<file path="src/rtl/dmem_arbiter.sv">
// Two-port arbiter in front of a word-wide async-read / sync-write data memory.
// Handles RISC-V sub-word loads and implements byte/half stores as read-modify-write.
module dmem_arbiter #(
  parameter int unsigned DATA_WIDTH  = 32,
  parameter int unsigned DEPTH_WORDS = 10001,
  parameter bit          RR_EN       = 1'b1
) (
  input  logic                  clk,
  input  logic                  rst_n,
  input  logic                  p0_req,
  input  logic                  p0_we,
  input  logic [2:0]            p0_funct3,
  input  logic [31:0]           p0_addr,
  input  logic [DATA_WIDTH-1:0] p0_wdata,
  output logic                  p0_gnt,
  output logic [DATA_WIDTH-1:0] p0_rdata,
  output logic                  p0_err,
  input  logic                  p1_req,
  input  logic                  p1_we,
  input  logic [2:0]            p1_funct3,
  input  logic [31:0]           p1_addr,
  input  logic [DATA_WIDTH-1:0] p1_wdata,
  output logic                  p1_gnt,
  output logic [DATA_WIDTH-1:0] p1_rdata,
  output logic                  p1_err,
  output logic [DATA_WIDTH-1:0] mem_a,
  output logic                  mem_we,
  output logic [DATA_WIDTH-1:0] mem_wd,
  input  logic [DATA_WIDTH-1:0] mem_rd
);

  typedef enum logic [0:0] {StIdle, StRmwWr} state_e;

  state_e                state_q, state_d;
  logic                  rr_q, rr_d;  // port favoured on the next tie
  logic [DATA_WIDTH-1:0] rmw_idx_q, rmw_idx_d;
  logic [DATA_WIDTH-1:0] rmw_data_q, rmw_data_d;

  logic                  win;
  logic                  s_we;
  logic [2:0]            s_f3;
  logic [31:0]           s_addr;
  logic [DATA_WIDTH-1:0] s_wdata;
  logic [DATA_WIDTH-1:0] word_idx;
  logic                  in_range;
  logic                  s_err;
  logic [7:0]            ld_b;
  logic [15:0]           ld_h;
  logic [DATA_WIDTH-1:0] ld_ext;
  logic [DATA_WIDTH-1:0] merged;

  logic [1:0]                 gnt_v, err_v;
  logic [1:0][DATA_WIDTH-1:0] rdata_v;

  // Winner: sole requester, else the pointer (or port 0 with fixed priority).
  always_comb begin
    if (p0_req && p1_req) win = RR_EN ? rr_q : 1'b0;
    else                  win = p1_req;
  end

  assign s_we    = win ? p1_we     : p0_we;
  assign s_f3    = win ? p1_funct3 : p0_funct3;
  assign s_addr  = win ? p1_addr   : p0_addr;
  assign s_wdata = win ? p1_wdata  : p0_wdata;

  assign word_idx = {{(DATA_WIDTH-30){1'b0}}, s_addr[31:2]};
  assign in_range = ({2'b00, s_addr[31:2]} < DEPTH_WORDS);

  always_comb begin
    s_err = 1'b0;
    case (s_f3)
      3'b000:         s_err = 1'b0;
      3'b001:         s_err = s_addr[0];
      3'b010:         s_err = |s_addr[1:0];
      3'b100, 3'b101: s_err = s_we | (s_f3[0] & s_addr[0]);
      default:        s_err = 1'b1;
    endcase
    if (!in_range) s_err = 1'b1;
  end

  assign ld_b = mem_rd[{s_addr[1:0], 3'b000} +: 8];
  assign ld_h = mem_rd[{s_addr[1], 4'b0000} +: 16];

  always_comb begin
    case (s_f3)
      3'b000:  ld_ext = {{(DATA_WIDTH-8){ld_b[7]}}, ld_b};
      3'b001:  ld_ext = {{(DATA_WIDTH-16){ld_h[15]}}, ld_h};
      3'b100:  ld_ext = {{(DATA_WIDTH-8){1'b0}}, ld_b};
      3'b101:  ld_ext = {{(DATA_WIDTH-16){1'b0}}, ld_h};
      default: ld_ext = mem_rd;
    endcase
  end

  always_comb begin
    merged = mem_rd;
    if (s_f3 == 3'b000) merged[{s_addr[1:0], 3'b000} +: 8] = s_wdata[7:0];
    else                merged[{s_addr[1], 4'b0000} +: 16] = s_wdata[15:0];
  end

  always_comb begin
    state_d    = state_q;
    rr_d       = rr_q;
    rmw_idx_d  = rmw_idx_q;
    rmw_data_d = rmw_data_q;
    gnt_v      = '0;
    err_v      = '0;
    rdata_v    = '0;
    mem_a      = '0;
    mem_we     = 1'b0;
    mem_wd     = '0;
    case (state_q)
      StIdle: begin
        if (p0_req || p1_req) begin
          gnt_v[win] = 1'b1;
          rr_d       = ~win;
          mem_a      = word_idx;
          if (s_err) begin
            err_v[win] = 1'b1;
          end else if (!s_we) begin
            rdata_v[win] = ld_ext;
          end else if (s_f3 == 3'b010) begin
            mem_we = 1'b1;
            mem_wd = s_wdata;
          end else begin
            state_d    = StRmwWr;
            rmw_idx_d  = word_idx;
            rmw_data_d = merged;
          end
        end
      end
      StRmwWr: begin
        mem_a   = rmw_idx_q;
        mem_we  = 1'b1;
        mem_wd  = rmw_data_q;
        state_d = StIdle;
      end
      default: state_d = StIdle;
    endcase
    // Reset must silence the write strobe even before the state register clears.
    if (!rst_n) begin
      gnt_v   = '0;
      err_v   = '0;
      rdata_v = '0;
      mem_we  = 1'b0;
    end
  end

  always_ff @(posedge clk or negedge rst_n) begin
    if (!rst_n) begin
      state_q    <= StIdle;
      rr_q       <= 1'b0;
      rmw_idx_q  <= '0;
      rmw_data_q <= '0;
    end else begin
      state_q    <= state_d;
      rr_q       <= rr_d;
      rmw_idx_q  <= rmw_idx_d;
      rmw_data_q <= rmw_data_d;
    end
  end

  assign p0_gnt   = gnt_v[0];
  assign p1_gnt   = gnt_v[1];
  assign p0_err   = err_v[0];
  assign p1_err   = err_v[1];
  assign p0_rdata = rdata_v[0];
  assign p1_rdata = rdata_v[1];

endmodule
</file>
<file path="config.mk">
export PLATFORM = sky130hd
export DESIGN_NAME = dmem_arbiter
export DESIGN_NICKNAME = d
export VERILOG_FILES = /design/src/rtl/dmem_arbiter.sv
export SDC_FILE = /design/constraint.sdc
export NUM_CORES = 1
export LEC_CHECK = 0
export CAP_MARGIN = 40
export CORE_UTILIZATION = 30
export CTS_BUF_LIST = sky130_fd_sc_hd__clkbuf_8 sky130_fd_sc_hd__clkbuf_16
export CTS_CLUSTER_DIAMETER = 120
export DETAILED_ROUTE_END_ITERATION = 6
export GPL_ROUTABILITY_DRIVEN = 0
export PLACE_DENSITY_LB_ADDON = 0.25
export SLEW_MARGIN = 10
export SYNTH_ARGS = -nofsm -noshare
export SYNTH_HDL_FRONTEND = slang
export SYNTH_SLANG_ARGS = --single-unit
export TNS_END_PERCENT = 100
</file>
<file path="constraint.sdc">
create_clock -name clk -period 4.5 [get_ports clk]
set_clock_uncertainty 0.15 [all_clocks]
set_input_delay 0.9 -clock clk [delete_from_list [all_inputs] [get_ports clk]]
set_output_delay 0.9 -clock clk [all_outputs]
set_load 0.01 [all_outputs]
</file>
==> run_results.csv <==
group,metric,value,unit
route,vias_per_cell,5.219,
route,drc,0,
floorplanning,pin_count,305,
route,vias,7306,
min_path,hold_class,"in -> async",
placed_design,portBuffers,302,
worst_setup_path,r2r_start,"rr_q$_DFFE_PN0P_",
route,drtIter0Drc,481,
flow_run,drv_cap,0,
placed_design,place_ws,-0.7251,ns
global_route,grt_pass1_vias,7426,
placed_design,dp_hpwl,20.69,mm
floorplanning,die_width,145.1,um
route,wl_per_cell,19.08,um
worst_setup_path,max_stage_delay,0.55,ns
clock_network,cts.sinks,64,
worst_setup_path,cp-start-kind,"input port",
final_layout,layout_commonest_cell,"clkdlybuf4s50_1",
clock_network,cts_made_buffers,9,
logic_synthesis,synth-seq-cells,64,
worst_setup_path,end_kind,"output pin",
logic_synthesis,synth_edf_count,0,
worst_setup_path,crit_start,"p0_addr[2]",
route,ant_nets,0,
placed_design,dp_cells,1375,
final_layout,fin_cells,1400,
final_layout,area_growth_syn_to_layout,70.22,%
timing,maxSlewHeadroom,45.75,%
worst_setup_path,path_cells,"dlygate4sd2_1, or4_4, a2111oi_4, nor3_2, a211oi_4, buf_6, nand4_1, buf_6, o21ai_0, dlygate4sd2_1",
final_layout,n_antenna_cell,0,
logic_synthesis,synth_cells,760,
outcome,run_status,"completed",
floorplanning,initial_core_util,31.05,%
timing,slew_viol_final,0,
route,wl,26.72,mm
final_layout,drive_gt1_share,26.70,%
pwr,vdd_drop_max,0.1800,mV
route,dr.pass1.iters,5,
worst_setup_path,slowest_stage,"or4_4",
timing,hold_violations,0,
worst_setup_path,crit_fanout,8,
floorplanning,core,19780,um^2
final_layout,final_cell_mix,"clkdlybuf4s50_1, buf_4, mux2i_1",
logic_synthesis,yosysSeqAreaShare,26.07,%
logic_synthesis,synthesis.area,6142,um^2
worst_setup_path,crit_type,"in -> out",
final_layout,final_util,52.85,%
timing,fin_crit,4.476,ns
logic_synthesis,syn_avg_cell_area,8.082,um^2
timing,finalCritPeriodShare,99.47,%
timing,max_freq,0.2234,GHz
floorplanning,die-area,21050,um^2
floorplanning,dieHeight,145.1,um
timing,setup_tns,0,ns
timing,setup_ws,0.02403,ns
timing,tightest_slew,0.8137,ns
clock_network,cts_tree,"done",
timing,finalSetupViolCount,0,
logic_synthesis,synth_flop_cell,"dfrtp_1",
clock_network,cts.path.max_buffers,2,
global_route,grt_overflow,0,
final_layout,nets,1304,
pwr,p_leak,0.005187,uW
clock_network,cts_hold_buf,0,
global_route,antenna_found_initial,0,
timing,rsz0062_at_grt,"true",
global_route,grt_max_degree,65,
clock_network,clk_latency,0.34,ns
global_route,track_usage,24.95,%
clock_network,clkTransAtPathRegs,0.05,ns
worst_setup_path,worst_ep_required_time,3.45,ns
logic_synthesis,yosys_warnings,0,
floorplanning,std_cell_rows,51,
logic_synthesis,async_flop_share,100.0,%
global_route,grt_pass1_wl,41.37,mm
clock_network,htreeDepth,3,
pwr,power_density,203.0,nW/um^2
worst_setup_path,arrival,3.43,ns
clock_network,ctsRootBufferMaster,"clkbuf_16",
logic_synthesis,synthDistinctLibCells,57,
==> final timing paths <==
path,endpoint,slack (ns),cells past startpoint
setup / recovery,mem_wd[1],0.02,10
hold / removal,rr_q$_DFFE_PN0P_,0.22,1
setup reg to reg,rmw_data_q[4]$_DFFE_PN0P_,1.27,11
hold reg to reg,rmw_idx_q[21]$_DFFE_PN0P_,0.33,1
max in group asynchronous,rmw_data_q[0]$_DFFE_PN0P_,2.97,2
min in group clk,rmw_idx_q[21]$_DFFE_PN0P_,0.33,1
==> through the flow <==
step	total power [uW]	cell area, um^2	hold slack (ns)
after CTS	2121	10470	0.1997
after floorplan	931.6	6146	0.3034
after global routing	2223	10460	0.2047
final	2122	10460	0.2180
after detailed placement	1363	10120	0.3211
after global placement	1356	10120	0.3196
==> state kept, by name (all words and copies together) (netlist names) <==
register,flops
rmw_data_q,32
rmw_idx_q,30
rr_q,1
state_q,1
==> area by class of cell <==
class	instances	area, um^2
Clock buffer	12	266.5
Clock inverter	4	51.30
Fill cell	1913	9326
Inverter	50	187.7
Multi-Input combinational cell	587	4320
Sequential cell	64	1602
Tap cell	265	331.6
Timing Repair Buffer	418	3696
==> power by group <==
group / internal [uW] / leakage [uW] / switching (uW)
Combinational: 422 / 0.00425 / 383
Clock: 474 / 0.000155 / 266
Sequential: 577 / 0.000782 / 1.21
==> cells in the mapped netlist, types with 18 or more instances <==
library cell / number / area share [%]
nor2_1: 45 / 2.8
o21ai_0: 73 / 5.9
o22ai_1: 21 / 2.1
mux2i_1: 81 / 13
clkbuf_1: 38 / 2.3
mux2_4: 23 / 5.6
nand2_1: 72 / 4.4
dfrtp_1: 64 / 26
inv_1: 49 / 3.0
a21oi_1: 26 / 2.1
nand3_1: 20 / 1.6
nor3b_1: 33 / 4.0
and2_1: 18 / 1.8
==> critical path: cells and delay by family <==
| family | cells | cell delay (ns) |
|---|---|---|
| simple gates | 3 | 0.80 |
| compound gates | 3 | 0.82 |
| buf+inv | 4 | 0.90 |
==> kinds of logic after synthesis <==
group                    count (synthesis)  share of synthesized area, %
AO/OA/AOI/OAI                          195                         20.80
adder cells (fa/ha/maj)                  2                        0.4073
buffers and inverters                  110                         7.476
flip-flops                              64                         26.07
multiplexers                           122                         22.35
other                                    1                       0.06105
AND/OR/NAND/NOR                        266                         22.84
==> per-layer routing <==
layer / up-vias / wire length, um / GRT usage [%]
li1: 3518 / - / -
met1: 3448 / 11600 / 31.96
met2: 302 / 12750 / 42.31
met3: 38 / 1867 / 5.031
met4: 0 / 504 / 6.842
met5: - / 0 / 0
==> what timing repair did <==
item	in CTS	in global routing
hold endpoints to repair	0	0
gates resized for setup	273	100
buffers inserted	5	2
pin swaps	12	11
cloned	2	0
setup endpoints to repair	99	70
Note: power is estimated with default switching activity, not from simulation.
==> variant: new RTL, same settings <==
Register the outputs `p0_err` and `p1_err`, with the module's reset; this adds one clock of latency there. The other outputs are not delayed to match.
--- a/src/rtl/dmem_arbiter.sv
+++ b/src/rtl/dmem_arbiter.sv
@@ -161,8 +161,15 @@
 
   assign p0_gnt   = gnt_v[0];
   assign p1_gnt   = gnt_v[1];
-  assign p0_err   = err_v[0];
-  assign p1_err   = err_v[1];
+  always_ff @(posedge clk or negedge rst_n) begin
+    if (!rst_n) begin
+      p0_err <= '0;
+      p1_err <= '0;
+    end else begin
+      p0_err <= err_v[0];
+      p1_err <= err_v[1];
+    end
+  end
   assign p0_rdata = rdata_v[0];
   assign p1_rdata = rdata_v[1];
 
Behaviour: not the same (a bounded check fails within 4 cycles, from zero or initial values and one cycle with rst_n low).
==> variant against the original RTL <==
Critical endpoint is now p1_rdata[9]. Largest power group unchanged. Wire length rose by 8.9%. Die area rose by 6.2%. Sequential cell count rose by 2. Final area rose by 6.2%. Non-clock buffer count rose by 37. Worst setup slack improved by 22 ps. Total power rose by 2.3%. Synthesized area rose by 6.3%. Largest cell class unchanged. Highest routed layer unchanged.
==> variant: results (changes against the original RTL) <==
metric,value,unit,change
status,completed,,
Area after DPL,0.0108,mm^2,+6.5%
mux contribution to synthesized area,21.4,%,-0.91 points
Hold Path Class,reg2reg,,
met1 WL,12200,um,+5.4%
cell family with the largest share of critical-path delay,simple AND/OR/NAND/NOR gates,,
post-CTS setup repair buffer count,3,,-2
final wirelength,29100,um,+8.9%
Synth Area in Adders,0.383,%,-0.024 points
Compound-Gate Fraction of Synth Area,27.7,%,+6.9 points
Max rail drop VDD,0.000172,V,-4.4%
CP Launch Point,p1_addr[23],,
Global Route Usage Sum,25.6,%,+0.63 points
dpl cells,1437,,+4.5%
met2 Track Usage GR,42.8,%,+0.47 points
drt wl/cell,19.9,um,+4.3%
initial antenna violation count,1,,+1
Crit Reg-Reg Endpoint,rmw_data_q[2]$_DFFE_PN0P_,,
drt initial violations,608,,+26%
Critical Path Sink,p1_rdata[9],,
met2 WL post-DR,13900,um,+8.9%
Yosys cell types,59,,+3.5%
dpl hpwl,22700,um,+9.9%
Crit path largest cell delay,530,ps,-20 ps
DR WL met3,2430,um,+30%
Worst R2R Path Depth,13,,+2
WHS,332,ps,+114 ps
largest net degree at the start of global routing,63,,-3.1%
met3 Resource Use GR,5.98,%,+0.94 points
leakage,0.00551,uW,+6.2%
"reg-to-reg slack, setup",1110,ps,-160 ps
"top cells by count, synth","101 x nand2_1, 92 x o21ai_0, 69 x mux2i_1, 66 x dfrtp_1, 51 x clkbuf_1",,
Setup Slack @ Placement,-729,ps,-4.03 ps
Synth area leaders,"dfrtp_1 25%, mux2i_1 11%, o21ai_0 7.0%",,
post_cts resized,278,,+1.8%
synthesized netlist cell count,785,,+3.3%
-- variant: cell count changes in the layout (fill, tap and decap cells not counted), sizes merged, moves of 11 or more --
cell           change
buf               +33
nor3b             -32
o2111a            +32
nand2             +29
nor2              -26
o21ai             +20
o22ai             -19
clkdlybuf4s50     -17
mux2i             -13
a2111oi           +12
and3              +12
a21oi             -11
-- variant: layout make-up --
type / count / area [um^2] / area share, %
Multi-Input combinational cell: 603 / 4640 / 41.8
Clock inverter: 6 / 72.6 / 0.654
Timing Repair Buffer: 455 / 3980 / 35.9
Sequential cell: 66 / 1650 / 14.9
Tap cell: 275 / 344 / 3.10
Clock buffer: 10 / 239 / 2.15
Antenna cell: 1 / 2.50 / 0.0225
Inverter: 46 / 173 / 1.56
-- variant: where the power goes --
part,total (uW),switching (uW),internal (uW)
Sequential,597,1.46,596
Clock,743,292,451
Combinational,831,413,418
